<file path="src/rtl/boot_sequencer_if.sv">
// Boot sequencer connection bundle: start/config, loader handshake and per-core
// fetch/done/pass channels. master = sequencer side, slave = platform side.
interface boot_sequencer_if #(
  parameter int NUM_CORES = 1,
  parameter int TIMEOUT_W = 32
);
  logic                 start_i;
  logic [1:0]           mode_i;
  logic [NUM_CORES-1:0] core_en_i;
  logic [TIMEOUT_W-1:0] timeout_cycles_i;
  logic                 load_req_o;
  logic                 load_done_i;
  logic                 soc_rst_n_o;
  logic [NUM_CORES-1:0] fetch_enable_o;
  logic [NUM_CORES-1:0] done_i;
  logic [NUM_CORES-1:0] pass_i;
  logic                 busy_o;
  logic                 finished_o;
  logic [1:0]           exit_status_o;

  modport master (
    input  start_i, mode_i, core_en_i, timeout_cycles_i, load_done_i, done_i, pass_i,
    output load_req_o, soc_rst_n_o, fetch_enable_o, busy_o, finished_o, exit_status_o
  );

  modport slave (
    output start_i, mode_i, core_en_i, timeout_cycles_i, load_done_i, done_i, pass_i,
    input  load_req_o, soc_rst_n_o, fetch_enable_o, busy_o, finished_o, exit_status_o
  );
endinterface

</file>
<file path="src/rtl/boot_sequencer.sv">
// Cycle-exact SoC boot sequencer: reset hold, settle, optional external load,
// fetch enable, per-core completion capture with run watchdog, sticky exit status.
//
// state      | meaning
// -----------+-----------------------------------------------------------
// IDLE       | SoC held in reset, waiting for start
// RESET      | SoC reset asserted for RST_CYCLES
// SETTLE     | reset released, waiting SETTLE_CYCLES
// LOAD       | external loader requested, waiting for load_done_i
// FETCH_WAIT | FETCH_DELAY cycles before fetch enable
// RUN        | cores fetching; collecting done/pass, watchdog active
// DONE       | exit status valid and held; start restarts the sequence
module boot_sequencer #(
  parameter int NUM_CORES     = 1,
  parameter int RST_CYCLES    = 16,
  parameter int SETTLE_CYCLES = 16,
  parameter int FETCH_DELAY   = 8,
  parameter int TIMEOUT_W     = 32
) (
  input logic              clk,
  input logic              rst,
  boot_sequencer_if.master bus
);

  localparam logic [2:0] S_IDLE       = 3'd0;
  localparam logic [2:0] S_RESET      = 3'd1;
  localparam logic [2:0] S_SETTLE     = 3'd2;
  localparam logic [2:0] S_LOAD       = 3'd3;
  localparam logic [2:0] S_FETCH_WAIT = 3'd4;
  localparam logic [2:0] S_RUN        = 3'd5;
  localparam logic [2:0] S_DONE       = 3'd6;

  localparam logic [1:0] ST_PASS  = 2'b00;
  localparam logic [1:0] ST_FAIL  = 2'b01;
  localparam logic [1:0] ST_ERROR = 2'b10;

  localparam int MAX_A   = (RST_CYCLES > SETTLE_CYCLES) ? RST_CYCLES : SETTLE_CYCLES;
  localparam int MAX_CYC = (MAX_A > FETCH_DELAY) ? MAX_A : FETCH_DELAY;
  localparam int CNT_W   = (MAX_CYC > 1) ? $clog2(MAX_CYC) : 1;

  localparam logic [CNT_W-1:0] RST_LD    = CNT_W'(RST_CYCLES - 1);
  localparam logic [CNT_W-1:0] SETTLE_LD = CNT_W'(SETTLE_CYCLES - 1);
  localparam logic [CNT_W-1:0] FETCH_LD  = CNT_W'(FETCH_DELAY - 1);

  logic [2:0]           state_q, state_d;
  logic [CNT_W-1:0]     tmr_q, tmr_d;
  logic [TIMEOUT_W-1:0] wd_q, wd_d;
  logic                 wd_en_q, wd_en_d;
  logic [1:0]           mode_q, mode_d;
  logic [NUM_CORES-1:0] mask_q, mask_d;
  logic [NUM_CORES-1:0] done_q, done_d;
  logic [NUM_CORES-1:0] pass_q, pass_d;
  logic [NUM_CORES-1:0] hit;
  logic                 err_entry;

  logic                 load_req_q, load_req_d;
  logic                 soc_rst_n_q, soc_rst_n_d;
  logic [NUM_CORES-1:0] fetch_en_q, fetch_en_d;
  logic                 busy_q, busy_d;
  logic                 finished_q, finished_d;
  logic [1:0]           status_q, status_d;

  always_comb begin
    state_d   = state_q;
    tmr_d     = tmr_q;
    wd_d      = wd_q;
    wd_en_d   = wd_en_q;
    mode_d    = mode_q;
    mask_d    = mask_q;
    done_d    = done_q;
    pass_d    = pass_q;
    status_d  = status_q;
    hit       = '0;
    err_entry = 1'b0;

    case (state_q)
      S_IDLE, S_DONE: begin
        if (bus.start_i) begin
          mode_d  = bus.mode_i;
          mask_d  = bus.core_en_i;
          wd_d    = bus.timeout_cycles_i;
          wd_en_d = |bus.timeout_cycles_i;
          done_d  = '0;
          pass_d  = '0;
          if ((bus.mode_i == 2'd3) || (bus.core_en_i == '0)) begin
            state_d   = S_DONE;
            status_d  = ST_ERROR;
            err_entry = 1'b1;
          end else begin
            state_d = S_RESET;
            tmr_d   = RST_LD;
          end
        end
      end
      S_RESET: begin
        if (tmr_q == '0) begin
          state_d = S_SETTLE;
          tmr_d   = SETTLE_LD;
        end else begin
          tmr_d = tmr_q - CNT_W'(1);
        end
      end
      S_SETTLE: begin
        if (tmr_q == '0) begin
          state_d = (mode_q != 2'd0) ? S_LOAD : S_FETCH_WAIT;
          tmr_d   = FETCH_LD;
        end else begin
          tmr_d = tmr_q - CNT_W'(1);
        end
      end
      S_LOAD: begin
        if (bus.load_done_i) begin
          state_d = S_FETCH_WAIT;
          tmr_d   = FETCH_LD;
        end
      end
      S_FETCH_WAIT: begin
        if (tmr_q == '0) begin
          state_d = S_RUN;
        end else begin
          tmr_d = tmr_q - CNT_W'(1);
        end
      end
      S_RUN: begin
        // First done per enabled core wins; later done/pass activity is ignored.
        hit    = bus.done_i & mask_q & ~done_q;
        done_d = done_q | hit;
        pass_d = (pass_q & ~hit) | (bus.pass_i & hit);
        if (done_d == mask_q) begin
          state_d  = S_DONE;
          status_d = ((pass_d & mask_q) == mask_q) ? ST_PASS : ST_FAIL;
        end else if (wd_en_q && (wd_q == TIMEOUT_W'(1))) begin
          state_d  = S_DONE;
          status_d = ST_ERROR;
        end else if (wd_q != '0) begin
          wd_d = wd_q - TIMEOUT_W'(1);
        end
      end
      default: state_d = S_IDLE;
    endcase

    // Outputs are registered from the next state so they line up with it.
    load_req_d  = (state_d == S_LOAD);
    busy_d      = (state_d != S_IDLE) && (state_d != S_DONE);
    finished_d  = (state_d == S_DONE);
    soc_rst_n_d = soc_rst_n_q;
    fetch_en_d  = fetch_en_q;
    case (state_d)
      S_IDLE, S_RESET: begin
        soc_rst_n_d = 1'b0;
        fetch_en_d  = '0;
      end
      S_RUN: begin
        soc_rst_n_d = 1'b1;
        fetch_en_d  = mask_d;
      end
      S_DONE: begin
        if (err_entry) begin
          soc_rst_n_d = 1'b0;
          fetch_en_d  = '0;
        end
      end
      default: begin
        soc_rst_n_d = 1'b1;
        fetch_en_d  = '0;
      end
    endcase
  end

  always_ff @(posedge clk) begin
    if (rst) begin
      state_q     <= S_IDLE;
      tmr_q       <= '0;
      wd_q        <= '0;
      wd_en_q     <= 1'b0;
      mode_q      <= 2'd0;
      mask_q      <= '0;
      done_q      <= '0;
      pass_q      <= '0;
      load_req_q  <= 1'b0;
      soc_rst_n_q <= 1'b0;
      fetch_en_q  <= '0;
      busy_q      <= 1'b0;
      finished_q  <= 1'b0;
      status_q    <= ST_ERROR;
    end else begin
      state_q     <= state_d;
      tmr_q       <= tmr_d;
      wd_q        <= wd_d;
      wd_en_q     <= wd_en_d;
      mode_q      <= mode_d;
      mask_q      <= mask_d;
      done_q      <= done_d;
      pass_q      <= pass_d;
      load_req_q  <= load_req_d;
      soc_rst_n_q <= soc_rst_n_d;
      fetch_en_q  <= fetch_en_d;
      busy_q      <= busy_d;
      finished_q  <= finished_d;
      status_q    <= status_d;
    end
  end

  assign bus.load_req_o     = load_req_q;
  assign bus.soc_rst_n_o    = soc_rst_n_q;
  assign bus.fetch_enable_o = fetch_en_q;
  assign bus.busy_o         = busy_q;
  assign bus.finished_o     = finished_q;
  assign bus.exit_status_o  = status_q;

endmodule
</file>
<file path="src/flat_wrapper.sv">
// flat-port wrapper written by rule: the top's interface ports become plain ports
module boot_sequencer_flat 
#(
  parameter int NUM_CORES     = 1,
  parameter int RST_CYCLES    = 16,
  parameter int SETTLE_CYCLES = 16,
  parameter int FETCH_DELAY   = 8,
  parameter int TIMEOUT_W     = 32
)
  (clk, rst, bus_start_i, bus_mode_i, bus_core_en_i, bus_timeout_cycles_i, bus_load_done_i, bus_done_i, bus_pass_i, bus_load_req_o, bus_soc_rst_n_o, bus_fetch_enable_o, bus_busy_o, bus_finished_o, bus_exit_status_o);
  boot_sequencer_if #(.NUM_CORES(NUM_CORES), .TIMEOUT_W(TIMEOUT_W)) bus_i ();
  input logic clk;
  input logic rst;
  input wire logic [$bits(bus_i.start_i)-1:0] bus_start_i;
  input wire logic [$bits(bus_i.mode_i)-1:0] bus_mode_i;
  input wire logic [$bits(bus_i.core_en_i)-1:0] bus_core_en_i;
  input wire logic [$bits(bus_i.timeout_cycles_i)-1:0] bus_timeout_cycles_i;
  input wire logic [$bits(bus_i.load_done_i)-1:0] bus_load_done_i;
  input wire logic [$bits(bus_i.done_i)-1:0] bus_done_i;
  input wire logic [$bits(bus_i.pass_i)-1:0] bus_pass_i;
  output wire logic [$bits(bus_i.load_req_o)-1:0] bus_load_req_o;
  output wire logic [$bits(bus_i.soc_rst_n_o)-1:0] bus_soc_rst_n_o;
  output wire logic [$bits(bus_i.fetch_enable_o)-1:0] bus_fetch_enable_o;
  output wire logic [$bits(bus_i.busy_o)-1:0] bus_busy_o;
  output wire logic [$bits(bus_i.finished_o)-1:0] bus_finished_o;
  output wire logic [$bits(bus_i.exit_status_o)-1:0] bus_exit_status_o;
  assign bus_i.start_i = bus_start_i;
  assign bus_i.mode_i = bus_mode_i;
  assign bus_i.core_en_i = bus_core_en_i;
  assign bus_i.timeout_cycles_i = bus_timeout_cycles_i;
  assign bus_i.load_done_i = bus_load_done_i;
  assign bus_i.done_i = bus_done_i;
  assign bus_i.pass_i = bus_pass_i;
  assign bus_load_req_o = bus_i.load_req_o;
  assign bus_soc_rst_n_o = bus_i.soc_rst_n_o;
  assign bus_fetch_enable_o = bus_i.fetch_enable_o;
  assign bus_busy_o = bus_i.busy_o;
  assign bus_finished_o = bus_i.finished_o;
  assign bus_exit_status_o = bus_i.exit_status_o;
  boot_sequencer #(.NUM_CORES(NUM_CORES), .RST_CYCLES(RST_CYCLES), .SETTLE_CYCLES(SETTLE_CYCLES), .FETCH_DELAY(FETCH_DELAY), .TIMEOUT_W(TIMEOUT_W)) u_core (.clk(clk), .rst(rst), .bus(bus_i));
endmodule
</file>
<file path="config.mk">
export PLATFORM = sky130hd
export DESIGN_NAME = boot_sequencer_flat
export DESIGN_NICKNAME = d
export VERILOG_FILES = /design/src/rtl/boot_sequencer_if.sv /design/src/rtl/boot_sequencer.sv /design/src/flat_wrapper.sv
export SDC_FILE = /design/constraint.sdc
export NUM_CORES = 1
export LEC_CHECK = 0
export ABC_CLOCK_PERIOD_IN_PS = 4700
export BUFFER_PORTS_ARGS = -buffer_cell sky130_fd_sc_hd__buf_2
export CAP_MARGIN = 20
export CORE_ASPECT_RATIO = 1.4
export CORE_MARGIN = 1
export CORE_UTILIZATION = 60
export CTS_BUF_LIST = sky130_fd_sc_hd__clkbuf_16
export DETAILED_ROUTE_END_ITERATION = 6
export PLACE_DENSITY_LB_ADDON = 0.05
export SLEW_MARGIN = 20
export SYNTH_ARGS = -nofsm -noshare
export SYNTH_HDL_FRONTEND = slang
export SYNTH_SLANG_ARGS = --single-unit
export TNS_END_PERCENT = 50
</file>
<file path="constraint.sdc">
create_clock -name clk -period 4.7 [get_ports clk]
set_input_delay 0.235 -clock clk [delete_from_list [all_inputs] [get_ports clk]]
set_output_delay 0.235 -clock clk [all_outputs]
set_load 0.01 [all_outputs]
</file>
Word-level counts from Yosys, hierarchy flattened
Index checks and enable logic that the tools add are counted.
{"block": "word_totals", "reg_bits": 52, "in_bits": 41}
{"block": "classes", "addsub": 2, "n_eq_ne": 25, "mux": 39, "n_bitwise": 10, "reduce_logical": 19}
{"cell": "32-bit two-way mux", "count": 4}
{"cell": "32-bit case mux with 2 select lines", "count": 1}
{"cell": "32-bit by 1-bit equality test with 1-bit output (second input constant)", "count": 1}
{"cell": "32-bit nonzero test", "count": 1}
{"cell": "32-bit OR reduction", "count": 1}
{"cell": "32-bit by 1-bit subtractor with 32-bit output (second input constant)", "count": 1}
{"cell": "3-bit two-way mux", "count": 9}
{"cell": "4-bit two-way mux", "count": 6}
{"cell": "4-bit case mux with 5 select lines", "count": 1}
{"cell": "3-bit case mux with 6 select lines", "count": 1}
{"cell": "3-bit equality test (second input constant)", "count": 5}
{"cell": "2-bit inequality test (second input constant)", "count": 6}
{"cell": "5-bit AND reduction", "count": 2}
{"cell": "3-bit by 2-bit equality test with 1-bit output (second input constant)", "count": 3}
{"cell": "1-bit two-way mux", "count": 8}
{"cell": "2-bit two-way mux", "count": 4}
{"cell": "1-bit case mux with 2 select lines", "count": 4}
{"cell": "3-bit by 1-bit equality test with 1-bit output (second input constant)", "count": 2}
{"cell": "3-bit zero test", "count": 2}
{"cell": "2-bit by 1-bit inequality test with 1-bit output (second input constant)", "count": 3}
{"cell": "1-bit AND", "count": 5}
{"cell": "5-bit nonzero test", "count": 1}
{"cell": "4-bit zero test", "count": 1}
{"cell": "2-bit case mux with 2 select lines", "count": 1}
{"cell": "14 further kinds", "count": 22}

Logic depth before layout (Yosys ltp)
{"block": "logic_depth", "ltp_word": 10, "depth_mapped": 10}

Worst setup path after synthesis
OpenSTA, ideal clock, no wires.
{"block": "synth_path", "path_kind": "flip-flop to flip-flop", "from": "reg u_core.wd_q[4]", "to": "reg u_core.soc_rst_n_q, in the netlist u_core.bus.soc_rst_n_o", "setup_ps": 115, "t_arrival_ps": 2116, "required_ps": 4585, "setup_slack_ps": 2468, "stages_incl_launch_ff": 8, "path_buffers": 1, "cell_sequence": "dfxtp_1 buf_2 or4_4 nor4_4 nand4_2 a41o_1 a211o_1 and3_1"}
{"block": "synth_between", "elab_chain_len": 8, "elab_cells_between_ends": 11, "classes_between": "eq/ne (4); mux (4); reduce/logical (3)"}
{"item": "start: declaration", "line_no": "boot_sequencer.sv:47", "source": "logic [TIMEOUT_W-1:0] wd_q, wd_d;"}
{"item": "start signal: assignment", "line_no": "boot_sequencer.sv:189", "source": "wd_q <= wd_d;"}
{"item": "32-bit by 1-bit equality test with 1-bit output (*)", "line_no": "boot_sequencer.sv:132", "source": "end else if (wd_en_q && (wd_q == TIMEOUT_W'(1))) begin"}
{"item": "1-bit logical AND (*)", "line_no": "boot_sequencer.sv:132"}
{"item": "3-bit two-way mux (*)", "line_no": "boot_sequencer.sv:132"}
{"item": "3-bit two-way mux (*)", "line_no": "boot_sequencer.sv:129", "source": "if (done_d == mask_q) begin"}
{"item": "3-bit case mux with 6 select lines (*)", "line_no": "boot_sequencer.sv:76", "source": "case (state_q)"}
{"item": "3-bit by 1-bit equality test with 1-bit output or 3-bit zero test (tied branches)", "line_no": "boot_sequencer.sv:148", "source": "case (state_d)"}
{"item": "2-bit OR reduction", "line_no": "boot_sequencer.sv:148"}
{"item": "1-bit case mux with 2 select lines", "line_no": "boot_sequencer.sv:148"}
{"item": "end signal: assignment", "line_no": "boot_sequencer.sv:196", "source": "soc_rst_n_q <= soc_rst_n_d;"}
{"item": "end: declaration", "line_no": "boot_sequencer.sv:57", "source": "logic soc_rst_n_q, soc_rst_n_d;"}
Mark *: on every way between the ends. The rest lies on a longest branch, timed or not.
A chain may end at the register's enable or synchronous reset.

Worst setup path after layout
{"block": "layout_path", "from": "reg u_core.state_q[0]", "to": "reg u_core.wd_q[0]"}
{"block": "layout_between", "elab_chain_len": 4, "elab_cells_between_ends": 11, "classes_between": "eq/ne (6); mux (1); reduce/logical (4)"}
{"item": "start: declaration", "line_no": "boot_sequencer.sv:45", "source": "logic [2:0] state_q, state_d;"}
{"item": "start signal: assignment", "line_no": "boot_sequencer.sv:187", "source": "state_q <= state_d;"}
{"item": "3-bit equality test or 3-bit zero test (tied branches)", "line_no": "boot_sequencer.sv:76"}
{"item": "2-bit OR reduction", "line_no": "boot_sequencer.sv:76"}
{"item": "2-bit inequality test (no line) or 2-bit nonzero test (tied branches)"}
{"item": "5-bit AND reduction (no line)"}
Several ways; a longest one is shown, not always the timed one.

==> flow_summary.yaml <==
timing:
  final-hold-violation-count: 0
  tightestPinTransition_ns: 0.9340
  skew_ns: 0.01158
  setup_tns_ns: 0
  fmax_ghz: 0.3045
  rsz0062_at_grt: "false"
  whs_ns: 0.1836
  report.final.slew_viol_count: 0
  finalSetupViolations: 0
  max_slew_margin: 0.3773
  min_period_ns: 3.284
  finalCritPeriodShare: 0.6988
grt:
  grt_util_met2: 0.5269
  grtUsageMet1: 0.3346
  grt_pass1_vias: 3250
  grt-ovfl-total: 0
  met3_usage: 0.04315
  gr-usage-all-layers: 0.2971
  grt_pass1_wl_um: 13990
  antenna_found_initial: 0
  grt.busiest_layer: "met2"
  grt_start_max_net_pins: 57
route:
  drt_iter0_markers: 280
  drc: 0
  wl_per_cell_um: 15.00
  routed_wl_um: 8325
  antenna_left: 0
  first_pass_iters: 4
  via_per_inst: 6.267
  via_count: 3478
floorplanning:
  ioPinCount: 48
  die_width_um: 65.01
  core-area_mm2: 0.005275
  start_util: 0.6321
  die_h_um: 90.21
  rows: 31
  die_area_mm2: 0.005864
placement:
  finalWeightedCongestion: 0.8747
  numPortBuffers: 47
  dp_hpwl_um: 5895
synth:
  syn-num-nets: 507
  synth_commonest_cells: "nand2_1, a21oi_1, dfxtp_1"
  synth_edf_count: 0
  synthFlopType: "dfxtp_1"
  ys_async_sr_fraction: 0
  synth.top_cell.area_share: 0.3122
  synth.largest_area_cell: "dfxtp_1"
  syn-cell-area_mm2: 0.003334
  yosys-top-cells-area: "dfxtp_1, a21oi_1, nand2_1"
  yosysUniqueCellTypes: 69
  yosysWarnings: 0
  syn_inst: 461
  avgSynthCellArea_um2: 7.233
  synth_seq_area_share: 0.3122
  yosysMostFrequentCell: "nand2_1"
  synth_seq_cells: 52
cells_and_area:
  layout.nets: 534
  drive_above_1_share: 0.1575
  fill_cells: 476
  diodes: 0
  syn_to_final_growth_pct: 11.44
clock_tree:
  cts_buffer_depth: 2
  cts.sinks: 52
  clk_latency_ns: 0.29
  post_cts_resized: 0
  cts_root_buffer: "clkbuf_16"
  htreeDepth: 2
  ctsHoldBuffers: 0
  cts_tree: "done"
  cts_setup_buffers: 0
  cts_inserted_buffers: 5
  clkSlewWorstSetupHoldPaths_ns: 0.08
pwr:
  pwr-share-seq: 0.324
  p_leak_nw: 1.482
  power_density_mw_per_mm2: 568.3
  p_sw_frac: 0.4520
  power_frac_comb: 0.499
  vdd_drop_max_mv: 0.3564
  clkPwrFrac: 0.177
  netSwitchingPower_uw: 954.7
  power.internal_mw: 1.157
status:
  status: "finished, final reports clean"
setup_path:
  cp-endpoint: "u_core.wd_q[0]"
  r2r-start: "u_core.state_q[0]"
  r2r.worst_path.cells: 6
  required_ns: 4.88
  critPathMaxFanout: 25
  cp-end-kind: "register"
  cp-startpoint: "u_core.state_q[0]"
  arrival_ns: 3.47
  worstSetupStartpointType: "register"
  rrSetupSlack_ns: 1.42
  r2r_end: "u_core.wd_q[0]"
  critPathKind: "register to register"
hold_path:
  hold_path_class: "primary input to register"
job:
  timing.max_cap.violations: 0
[per-layer routing]
metal | share of wire | vias up
met5 | 0 | -
met4 | 0.028 | 0
met3 | 0.037 | 19
met2 | 0.53 | 86
met1 | 0.40 | 1636
li1 | - | 1737
[layout by cell type, fill, tap and decap left out, types with 5 or more instances in the layout]
cell / instances
and3_1: 5
a31oi_1: 6
nor3_1: 16
nor4_1: 13
nor3b_1: 6
dfxtp_1: 52
a21oi_1: 56
buf_2: 47
inv_1: 12
ha_1: 5
a211oi_1: 5
nand2b_1: 7
and2_1: 5
nor2_1: 40
nand2_1: 63
nand3_1: 12
clkbuf_16: 5
o21ai_0: 41
a21o_1: 8
or3_1: 5
[layout make-up]
cell class              count  area, µm²  share of cell area
flip-flops and latches     52       1041              0.2801
well taps                  66      82.58             0.02222
clock inverters             3      26.28            0.007071
inverters                  13      48.80             0.01313
multi-input cells         366       2115              0.5690
repair buffers             50      277.8             0.07475
clock buffers               5      125.1             0.03367
[worst max-delay path: stages, from the launching register on]
cell and delay (ns):
dfxtp_1 0.71, and3b_1 0.75, o21ai_0 0.19, a41oi_1 0.26, or2_1 0.72, o21ai_0 0.20, a221oi_1 0.34
[stage by stage]
step,power (mW),instance area [µm²],util,setup WS (ns),instances
after global placement,1.702,3537,0.6705,1.549,546
after detailed placement,1.726,3537,0.6705,1.432,546
after floorplan,1.501,3334,-,2.468,461
after CTS,2.103,3689,0.6992,1.414,554
after global routing,2.279,3716,0.7045,1.079,555
final,2.112,3716,0.7045,1.416,555
[flip-flops by register name, summed over array words and instances (netlist names)]
| register | cells |
|---|---|
| u_core.wd_en_q | 1 |
| u_core.state_q | 3 |
| u_core.done_q | 1 |
| u_core.pass_q | 1 |
| u_core.bus.busy_o | 1 |
| u_core.bus.exit_status_o | 2 |
| u_core.bus.finished_o | 1 |
| u_core.tmr_q | 4 |
| u_core.bus.fetch_enable_o | 1 |
| u_core.mask_q | 1 |
| u_core.mode_q | 2 |
| u_core.wd_q | 32 |
| u_core.bus.load_req_o | 1 |
| u_core.bus.soc_rst_n_o | 1 |
[how the worst min path moves through the flow]
stage	depth (start not counted)	startpoint	endpoint	slack, ns
after detailed placement	2	u_core.bus.exit_status_o[1]	u_core.bus.exit_status_o[1]	0.44
after global placement	2	u_core.bus.exit_status_o[1]	u_core.bus.exit_status_o[1]	0.44
after global routing	3	bus_pass_i	u_core.pass_q	0.19
after CTS	3	bus_pass_i	u_core.pass_q	0.18
final	3	bus_pass_i	u_core.pass_q	0.18
after floorplan	1	rst	u_core.state_q[0]	0.32
[cells by family (layout without fill, tap and decap cells)]
| group | Yosys count | in the layout | share of synthesized area |
|---|---|---|---|
| buffers and inverters | 43 | 71 | 0.05591 |
| DFF | 52 | 52 | 0.3122 |
| and+or+nand+nor | 199 | 199 | 0.3088 |
| AOI/OAI and AO/OA | 159 | 159 | 0.2961 |
| xor gates and xnor gates | 2 | 2 | 0.005254 |
| adders and majority gates | 5 | 5 | 0.01876 |
| muxes | 1 | 1 | 0.003002 |
[power by group through the flow]
stage          Sequential (mW)  Clock (mW)  Combinational [mW]
2_1_floorplan            0.637           0               0.864
3_3_place_gp             0.681           0                1.02
3_5_place_dp             0.689           0                1.04
4_1_cts                  0.679       0.380                1.04
5_1_grt                  0.702       0.397                1.18
6_report                 0.684       0.374                1.05
No activity file was read; power rests on OpenSTA's default activity.
